$ cat src/rtl/traversal_chunked_if.sv
// Bundle for the traversal block: the overall req/fin handshake, the per-beat
// reqDo/doFin handshake, the abort path, the captured word and the beat outputs.
// master = producer/consumer side, slave = traversal block.
interface traversal_chunked_if #(
  parameter int Width = 32,
  parameter int Chunk = 1
);
  localparam int Beats  = Width / Chunk;
  localparam int IndexW = (Beats > 1) ? $clog2(Beats) : 1;

  logic              req;
  logic              fin;
  logic              reqDo;
  logic              doFin;
  logic              abort;
  logic [Width-1:0]  dataIn;
  logic [Chunk-1:0]  dataOut;
  logic [IndexW-1:0] index;
  logic              last;
  logic              aborted;

  modport master (
    output req, reqDo, abort, dataIn,
    input  fin, doFin, dataOut, index, last, aborted
  );

  modport slave (
    input  req, reqDo, abort, dataIn,
    output fin, doFin, dataOut, index, last, aborted
  );
endinterface

$ cat src/rtl/traversal_chunked.sv
// Chunked word traversal: captures a Width-bit word on req and offers it one
// Chunk-bit beat at a time over a four-phase reqDo/doFin handshake, MSB-beat
// first (Direction=0) or LSB-beat first (Direction=1). An abort in OFFER or
// WAITLOW ends the traversal with fin and aborted raised together.
// All outputs are registered except last, which is decoded from doFin/index.
module traversal_chunked #(
  parameter int Width     = 32,
  parameter int Chunk     = 1,
  parameter int Direction = 0
) (
  input logic                clk,
  input logic                rstN,
  traversal_chunked_if.slave bus
);

  localparam int Beats  = Width / Chunk;
  localparam int IndexW = (Beats > 1) ? $clog2(Beats) : 1;
  localparam logic [IndexW-1:0] LastIdx = IndexW'(Beats - 1);

  typedef enum logic [1:0] {
    IDLE    = 2'd0,
    OFFER   = 2'd1,
    WAITLOW = 2'd2,
    DONE    = 2'd3
  } state_t;

  state_t            state_r,    state_s;
  logic [Width-1:0]  shift_r,    shift_s;
  logic [IndexW-1:0] index_r,    index_s;
  logic [Chunk-1:0]  data_out_r, data_out_s;
  logic              do_fin_r,   do_fin_s;
  logic              fin_r,      fin_s;
  logic              aborted_r,  aborted_s;
  logic [Width-1:0]  shifted_s;

  // The beat that leaves next always sits at the outgoing end of the register.
  function automatic logic [Chunk-1:0] head_beat(input logic [Width-1:0] word);
    if (Direction == 0) begin
      head_beat = word[Width-1 -: Chunk];
    end else begin
      head_beat = word[Chunk-1:0];
    end
  endfunction

  // Drop the beat just accepted so the following one reaches the outgoing end.
  function automatic logic [Width-1:0] shift_word(input logic [Width-1:0] word);
    if (Direction == 0) begin
      shift_word = word << Chunk;
    end else begin
      shift_word = word >> Chunk;
    end
  endfunction

  assign shifted_s = shift_word(shift_r);

  // Next-state and next-output decode; every register holds unless a branch moves it.
  always_comb begin
    state_s    = state_r;
    shift_s    = shift_r;
    index_s    = index_r;
    data_out_s = data_out_r;
    do_fin_s   = do_fin_r;
    fin_s      = fin_r;
    aborted_s  = aborted_r;
    case (state_r)
      IDLE: begin
        do_fin_s  = 1'b0;
        fin_s     = 1'b0;
        aborted_s = 1'b0;
        if (bus.req) begin
          // abort is ignored here: a start always wins in IDLE
          shift_s    = bus.dataIn;
          index_s    = '0;
          data_out_s = head_beat(bus.dataIn);
          do_fin_s   = 1'b1;
          state_s    = OFFER;
        end else begin
          state_s = IDLE;
        end
      end
      OFFER: begin
        if (bus.abort) begin
          // abort outranks a simultaneous acknowledge; that beat is not accepted
          do_fin_s  = 1'b0;
          fin_s     = 1'b1;
          aborted_s = 1'b1;
          state_s   = DONE;
        end else if (bus.reqDo) begin
          do_fin_s = 1'b0;
          if (index_r == LastIdx) begin
            fin_s     = 1'b1;
            aborted_s = 1'b0;
            state_s   = DONE;
          end else begin
            state_s = WAITLOW;
          end
        end else begin
          do_fin_s = 1'b1;
        end
      end
      WAITLOW: begin
        if (bus.abort) begin
          do_fin_s  = 1'b0;
          fin_s     = 1'b1;
          aborted_s = 1'b1;
          state_s   = DONE;
        end else if (!bus.reqDo) begin
          shift_s    = shifted_s;
          index_s    = index_r + IndexW'(1);
          data_out_s = head_beat(shifted_s);
          do_fin_s   = 1'b1;
          state_s    = OFFER;
        end else begin
          do_fin_s = 1'b0;
        end
      end
      DONE: begin
        do_fin_s = 1'b0;
        if (!bus.req) begin
          fin_s     = 1'b0;
          aborted_s = 1'b0;
          state_s   = IDLE;
        end else begin
          fin_s = 1'b1;
        end
      end
      default: begin
        do_fin_s  = 1'b0;
        fin_s     = 1'b0;
        aborted_s = 1'b0;
        state_s   = IDLE;
      end
    endcase
  end

  // State and output registers; reset clears everything and drops any traversal silently.
  always_ff @(posedge clk or negedge rstN) begin
    if (!rstN) begin
      state_r    <= IDLE;
      shift_r    <= '0;
      index_r    <= '0;
      data_out_r <= '0;
      do_fin_r   <= 1'b0;
      fin_r      <= 1'b0;
      aborted_r  <= 1'b0;
    end else begin
      state_r    <= state_s;
      shift_r    <= shift_s;
      index_r    <= index_s;
      data_out_r <= data_out_s;
      do_fin_r   <= do_fin_s;
      fin_r      <= fin_s;
      aborted_r  <= aborted_s;
    end
  end

  assign bus.fin     = fin_r;
  assign bus.doFin   = do_fin_r;
  assign bus.dataOut = data_out_r;
  assign bus.index   = index_r;
  assign bus.aborted = aborted_r;
  assign bus.last    = do_fin_r & (index_r == LastIdx);

endmodule
$ cat src/flat_wrapper.sv
// flat-port wrapper written by rule: the top's interface ports become plain ports
module traversal_chunked_flat 
#(
  parameter int Width     = 32,
  parameter int Chunk     = 1,
  parameter int Direction = 0
)
  (clk, rstN, bus_req, bus_reqDo, bus_abort, bus_dataIn, bus_fin, bus_doFin, bus_dataOut, bus_index, bus_last, bus_aborted);
  traversal_chunked_if #(.Width(Width), .Chunk(Chunk)) bus_i ();
  input logic clk;
  input logic rstN;
  input wire logic [$bits(bus_i.req)-1:0] bus_req;
  input wire logic [$bits(bus_i.reqDo)-1:0] bus_reqDo;
  input wire logic [$bits(bus_i.abort)-1:0] bus_abort;
  input wire logic [$bits(bus_i.dataIn)-1:0] bus_dataIn;
  output wire logic [$bits(bus_i.fin)-1:0] bus_fin;
  output wire logic [$bits(bus_i.doFin)-1:0] bus_doFin;
  output wire logic [$bits(bus_i.dataOut)-1:0] bus_dataOut;
  output wire logic [$bits(bus_i.index)-1:0] bus_index;
  output wire logic [$bits(bus_i.last)-1:0] bus_last;
  output wire logic [$bits(bus_i.aborted)-1:0] bus_aborted;
  assign bus_i.req = bus_req;
  assign bus_i.reqDo = bus_reqDo;
  assign bus_i.abort = bus_abort;
  assign bus_i.dataIn = bus_dataIn;
  assign bus_fin = bus_i.fin;
  assign bus_doFin = bus_i.doFin;
  assign bus_dataOut = bus_i.dataOut;
  assign bus_index = bus_i.index;
  assign bus_last = bus_i.last;
  assign bus_aborted = bus_i.aborted;
  traversal_chunked #(.Width(Width), .Chunk(Chunk), .Direction(Direction)) u_core (.clk(clk), .rstN(rstN), .bus(bus_i));
endmodule
$ cat config.mk
export PLATFORM = sky130hd
export DESIGN_NAME = traversal_chunked_flat
export DESIGN_NICKNAME = d
export VERILOG_FILES = /design/src/rtl/traversal_chunked_if.sv /design/src/rtl/traversal_chunked.sv /design/src/flat_wrapper.sv
export SDC_FILE = /design/constraint.sdc
export NUM_CORES = 1
export LEC_CHECK = 0
export ABC_AREA = 1
export BUFFER_PORTS_ARGS = -buffer_cell sky130_fd_sc_hd__buf_2
export CAP_MARGIN = 20
export CORE_UTILIZATION = 44
export DETAILED_ROUTE_END_ITERATION = 6
export PLACE_DENSITY = 0.66
export SYNTH_ARGS = -nofsm -noshare
export SYNTH_HDL_FRONTEND = slang
export SYNTH_SLANG_ARGS = --single-unit
$ cat constraint.sdc
create_clock -name clk -period 3.9 [get_ports clk]
set_input_delay 0.195 -clock clk [delete_from_list [all_inputs] [get_ports clk]]
set_output_delay 0.195 -clock clk [all_outputs]
set_load 0.02 [all_outputs]
### Yosys cells after proc, flatten, opt, wreduce, memory -nomap -nowiden

Cells that the tools add are included.

| cells by class | value |
|---|---|
| add/sub/neg operators | 1 |
| bitwise gates (word level) | 1 |
| reduce and logical (&&, ||, !) cells | 7 |
| mux-type cells | 34 |
| eq/ne operators | 12 |

Operators by type and width:

| kind | number |
|---|---|
| $mux W31 | 3 |
| $pmux W31 S2 | 1 |
| $mux W1 | 16 |
| $mux W5 | 3 |
| $mux W2 | 5 |
| $ne A2 B2 Y1 const B | 5 |
| $pmux W5 S2 | 1 |
| $pmux W1 S4 | 2 |
| $pmux W2 S4 | 1 |
| $reduce_and A4 Y1 | 2 |
| $ne A3 B3 Y1 const B | 2 |
| $reduce_and A3 Y1 | 2 |
| $add A5 B1 Y5 const B | 1 |
| $eq A5 B5 Y1 const B | 1 |
| $eq A2 B2 Y1 const B | 2 |
| $ne A3 B2 Y1 const B | 1 |
| $pmux W1 S3 | 1 |
| $eq A2 B1 Y1 const B | 1 |
| $logic_not A2 Y1 | 1 |
| $pmux W1 S2 | 1 |
| $reduce_bool A2 Y1 | 1 |
| $reduce_or A2 Y1 | 1 |
| $and A1 B1 Y1 | 1 |

| storage, ports and cells | value |
|---|---|
| output and inout bits | 10 |
| register bits after elaboration | 42 |
| word-level logic and storage cells | 62 |
| bits of input ports | 37 |

### Depth between registers and ports, before layout

| depth | value |
|---|---|
| depth in word-level cells | 5 |
| depth in mapped cells | 10 |
| depth with buffers taken out | 10 |

### Worst setup path after synthesis

No wires, ideal clock.

| timing path | value |
|---|---|
| path type | reg2reg |
| start point | reg u_core.index_r[0] (netlist: u_core.bus.index[0]) |
| end point | reg u_core.aborted_r (netlist: u_core.bus.aborted) |
| clock period less this slack | 1.502 ns |
| cell stages (with the launch flop) | 11 |
| path slack | 2.398 ns |
| buffers on the path | 0 |
| arrival time | 1.379 ns |
| path through | dfrtp_1 ha_1 nand2_1 nor2_1 ha_1 nor2_1 nand2_1 nand2_1 nor2_1 nand2_1 nand2_1 |

| on the way | value |
|---|---|
| cells in the longest elaborated chain, start to end | 3 |

Ends and longest elaborated chain:

| item | RTL line | RTL |
|---|---|---|
| start, declared | traversal_chunked.sv:29 | `logic [IndexW-1:0] index_r, index_s;` |
| start signal, assigned | traversal_chunked.sv:149 | `index_r <= index_s;` |
| $eq A5 B5 Y1 | traversal_chunked.sv:90 | `if (index_r == LastIdx) begin` |
| $ne A3 B2 Y1 (no line) | - |  |
| $reduce_and A4 Y1 (no line) | - |  |
| end signal, assigned | traversal_chunked.sv:153 | `aborted_r <= aborted_s;` |
| end, declared | traversal_chunked.sv:33 | `logic aborted_r, aborted_s;` |

Every way passes these cells.
A chain may end at the register's enable or synchronous reset.

### Worst setup path in the final report

| timing path | value |
|---|---|
| start point | reg u_core.state_r[0] |
| end point | reg u_core.shift_r[4] |

| on the way | value |
|---|---|
| cells in the longest elaborated chain, start to end | 3 |
| elaborated cells between the ends (all ways) | 8 |
| classes of those cells | eq/ne: 4; mux: 1; reduce/logical: 3 |

Ends and longest elaborated chain:

| item | RTL line | RTL |
|---|---|---|
| start, declared | traversal_chunked.sv:27 | `state_t state_r, state_s;` |
| start signal, assigned | traversal_chunked.sv:147 | `state_r <= state_s;` |
| $eq A2 B2 Y1 or $logic_not A2 Y1 (tied branches) | traversal_chunked.sv:65 | `case (state_r)` |
| $ne A2 B2 Y1 (no line) or $reduce_bool A2 Y1 (tied branches) | - |  |
| $reduce_and A4 Y1 (no line) | - |  |
| end signal, assigned | traversal_chunked.sv:148 | `shift_r <= shift_s;` |
| end, declared | traversal_chunked.sv:28 | `logic [Width-1:0] shift_r, shift_s;` |

Several ways; a longest one is shown, not always the timed one.

==> results.yml <==
timing:
  tightest_slew_ns: 0.631
  min_period_ns: 2.05
  relSlewSlack_pct: 57.9
  finClkSkew_ns: 0.00357
  hold_violations: 0
  setup_viol_count_final: 0
  timing.final.crit_share_pct: 52.6
  slew_violations: 0
  setup-tns-final_ns: 0
  rsz0062_at_grt: "no"
  clock.fmax_mhz: 488
synthesis:
  synth_area_um2: 2430
  synth_area_leaders: "dfrtp_1 (43%), o21ai_2 (13%), nand2_2 (9.0%), o21ai_0 (7.0%), or2_2 (4.6%)"
  synth_area_per_cell_um2: 9.40
  ys_types: 23
  netlist_instances: 259
  synth_top_area_cell: "dfrtp_1"
  yosysWarnings: 0
  yosysTopAreaCellShare_pct: 43.2
  ys_seq_elements: 42
  synth.net_count: 302
  synth-seq-area-share_pct: 43.2
routing:
  dr.pass1.iters: 4
  vias: 1801
  drc_errors: 0
  viasPerCell: 4.84
  drt_wl_total_um: 4390
  antenna_left: 0
  first_iter_violations: 108
  wl_per_cell_um: 11.8
power_and_ir_drop:
  ir_drop_mv: 0.533
  pwr_density_cell_nw_per_um2: 730
  leakagePower_nw: 1.33
cts:
  cts-resized-gates: 0
  post_cts_buffers: 0
  cts_tree: "yes"
  clock-sinks: 42
  cts.clk_slew.worst_paths_ns: 0.08
  insertion_delay_ns: 0.29
  root_buffer: "clkbuf_8"
  htreeDepth: 2
  clock_path_buffers: 2
  cts_buffers: 5
cells_and_area:
  final_core_util_pct: 53.0
  layout-drive-gt1-share_pct: 49.0
  nets: 344
  layout_common_cells: "buf_2 (46), dfrtp_1 (42), nand2_2 (35), o21ai_2 (35), o21ai_0 (34)"
  area_delta_synth_final_pct: 13.3
  stdcell_area_um2: 2760
  antenna_cells: 0
  layout_commonest_cell: "buf_2"
global_routing:
  antenna_found_initial: 0
  grt_overflow_total: 0
  grt_pass1_wl_um: 7740
  grt.total_usage_pct: 16.4
  grt_max_degree: 74
  grt_pass1_vias: 1756
worst_setup_path:
  crit_chain: "inv_1 -> ha_1 -> inv_2 -> o21ai_4 -> nand2_8 -> nand2_1 -> o21ai_2"
  path_class: "reg2reg"
  cp.arrival_ns: 2.27
  end_kind: "register"
  crit_fanout: 73
  crit_family: "simple AND/OR/NAND/NOR gates"
  worst-path-buf-inv: 2
  max_stage_delay_ns: 0.48
  worst_setup_path_start_kind: "register"
  cp_slowest_cell: "nand2_8"
  required_ns: 4.12
die:
  io_pins: 47
  fp-row-count: 26
  die_x_um: 76.4
  start_util_pct: 46.8
  fp.coreArea_um2: 5200
  die_area_um2: 5840
  fp.dieH_um: 76.4
place:
  place.gp.congestion: 0.813
  post_dp_cell_area_um2: 2640
  port_buffers: 46
  hpwlAfterDp_um: 2840
flow_run:
  cap_violations: 0
status:
  outcome: "complete, no violations"
worst_hold_path:
  worstHoldPathType: "in2reg"
[synth_stat cells (all sizes together)]
cell type	instances
o21ai	72
nand2	65
buf	10
nand3	8
nor2	4
nand3b	1
inv	12
dfrtp	42
ha	6
or2	32
nand4	1
o31ai	1
a21oi	1
clkbuf	4
[cell families after synthesis]
kind of cell / Yosys count / synth area share [%]
AOI/OAI and AO/OA: 74 / 21.2
and+or+nand+nor: 111 / 25.6
buffers and inverters: 26 / 6.94
DFF: 42 / 43.2
adders and majority gates: 6 / 3.08
[path summary, 6_finish.rpt]
kind / start / end / slack [ns] / depth (start not counted)
min in group asynchronous: rstN / u_core.shift_r[12] / 0.29 / 2
max: u_core.state_r[0] / u_core.shift_r[4] / 1.85 / 7
min: bus_dataIn[0] / u_core.shift_r[0] / 0.16 / 3
max reg2reg: u_core.state_r[0] / u_core.shift_r[4] / 1.85 / 7
min reg2reg: u_core.shift_r[0] / u_core.shift_r[0] / 0.49 / 2
max in group asynchronous: rstN / u_core.shift_r[1] / 3.15 / 3
[cell type report]
class / instances / area, um^2
Clock buffer: 7 / 86.3
Sequential cell: 42 / 1050
Tap cell: 70 / 87.6
Fill cell: 516 / 2450
Clock inverter: 1 / 5.00
Inverter: 12 / 45.0
Timing Repair Buffer: 49 / 268
Multi-Input combinational cell: 191 / 1210
[per-stage QoR]
stage | total power [W] | hold WS, ns | instances | worst slack (ns)
3_5_place_dp | 0.00173 | 0.402 | 362 | 1.84
4_1_cts | 0.00204 | 0.0905 | 370 | 1.83
2_1_floorplan | 0.00165 | -0.101 | 259 | 2.40
5_1_grt | 0.00219 | 0.172 | 372 | 1.63
6_report | 0.00201 | 0.162 | 372 | 1.85
3_3_place_gp | 0.00171 | 0.412 | 362 | 1.91
[worst register-to-register path, cell delays in order (launching register included)]
cell	delay, ns
dfrtp_1	0.40
inv_1	0.09
ha_1	0.23
inv_2	0.40
o21ai_4	0.14
nand2_8	0.48
nand2_1	0.14
o21ai_2	0.08
[power breakdown]
group / switching [W] / internal, W / leakage [nW]
clock network: 0.000151 / 0.000143 / 0.0482
logic: 0.000602 / 0.000365 / 0.757
registers: 0.000123 / 0.000630 / 0.529
[flip-flops by register name (all words and copies together) (netlist names)]
| register | count |
|---|---|
| u_core.shift_r | 31 |
| u_core.bus.index | 5 |
| u_core.state_r | 2 |
| u_core.bus.aborted | 1 |
| u_core.bus.dataOut | 1 |
| u_core.bus.doFin | 1 |
| u_core.bus.fin | 1 |
[per-layer routing]
metal  GRT usage [%]  vias to the layer above  wire (um)
met5               0                        -          0
met4            5.96                        0         63
met3            3.71                        8        178
met2            24.7                       36       1920
met1            23.0                      832       2220
li1                -                      925          -
[timing repair]
action,in CTS,in global routing
hold buffers,0,1
endpoints found under the setup margin,0,0
hold endpoints to repair,0,8
(Power assumes the default switching activity.)
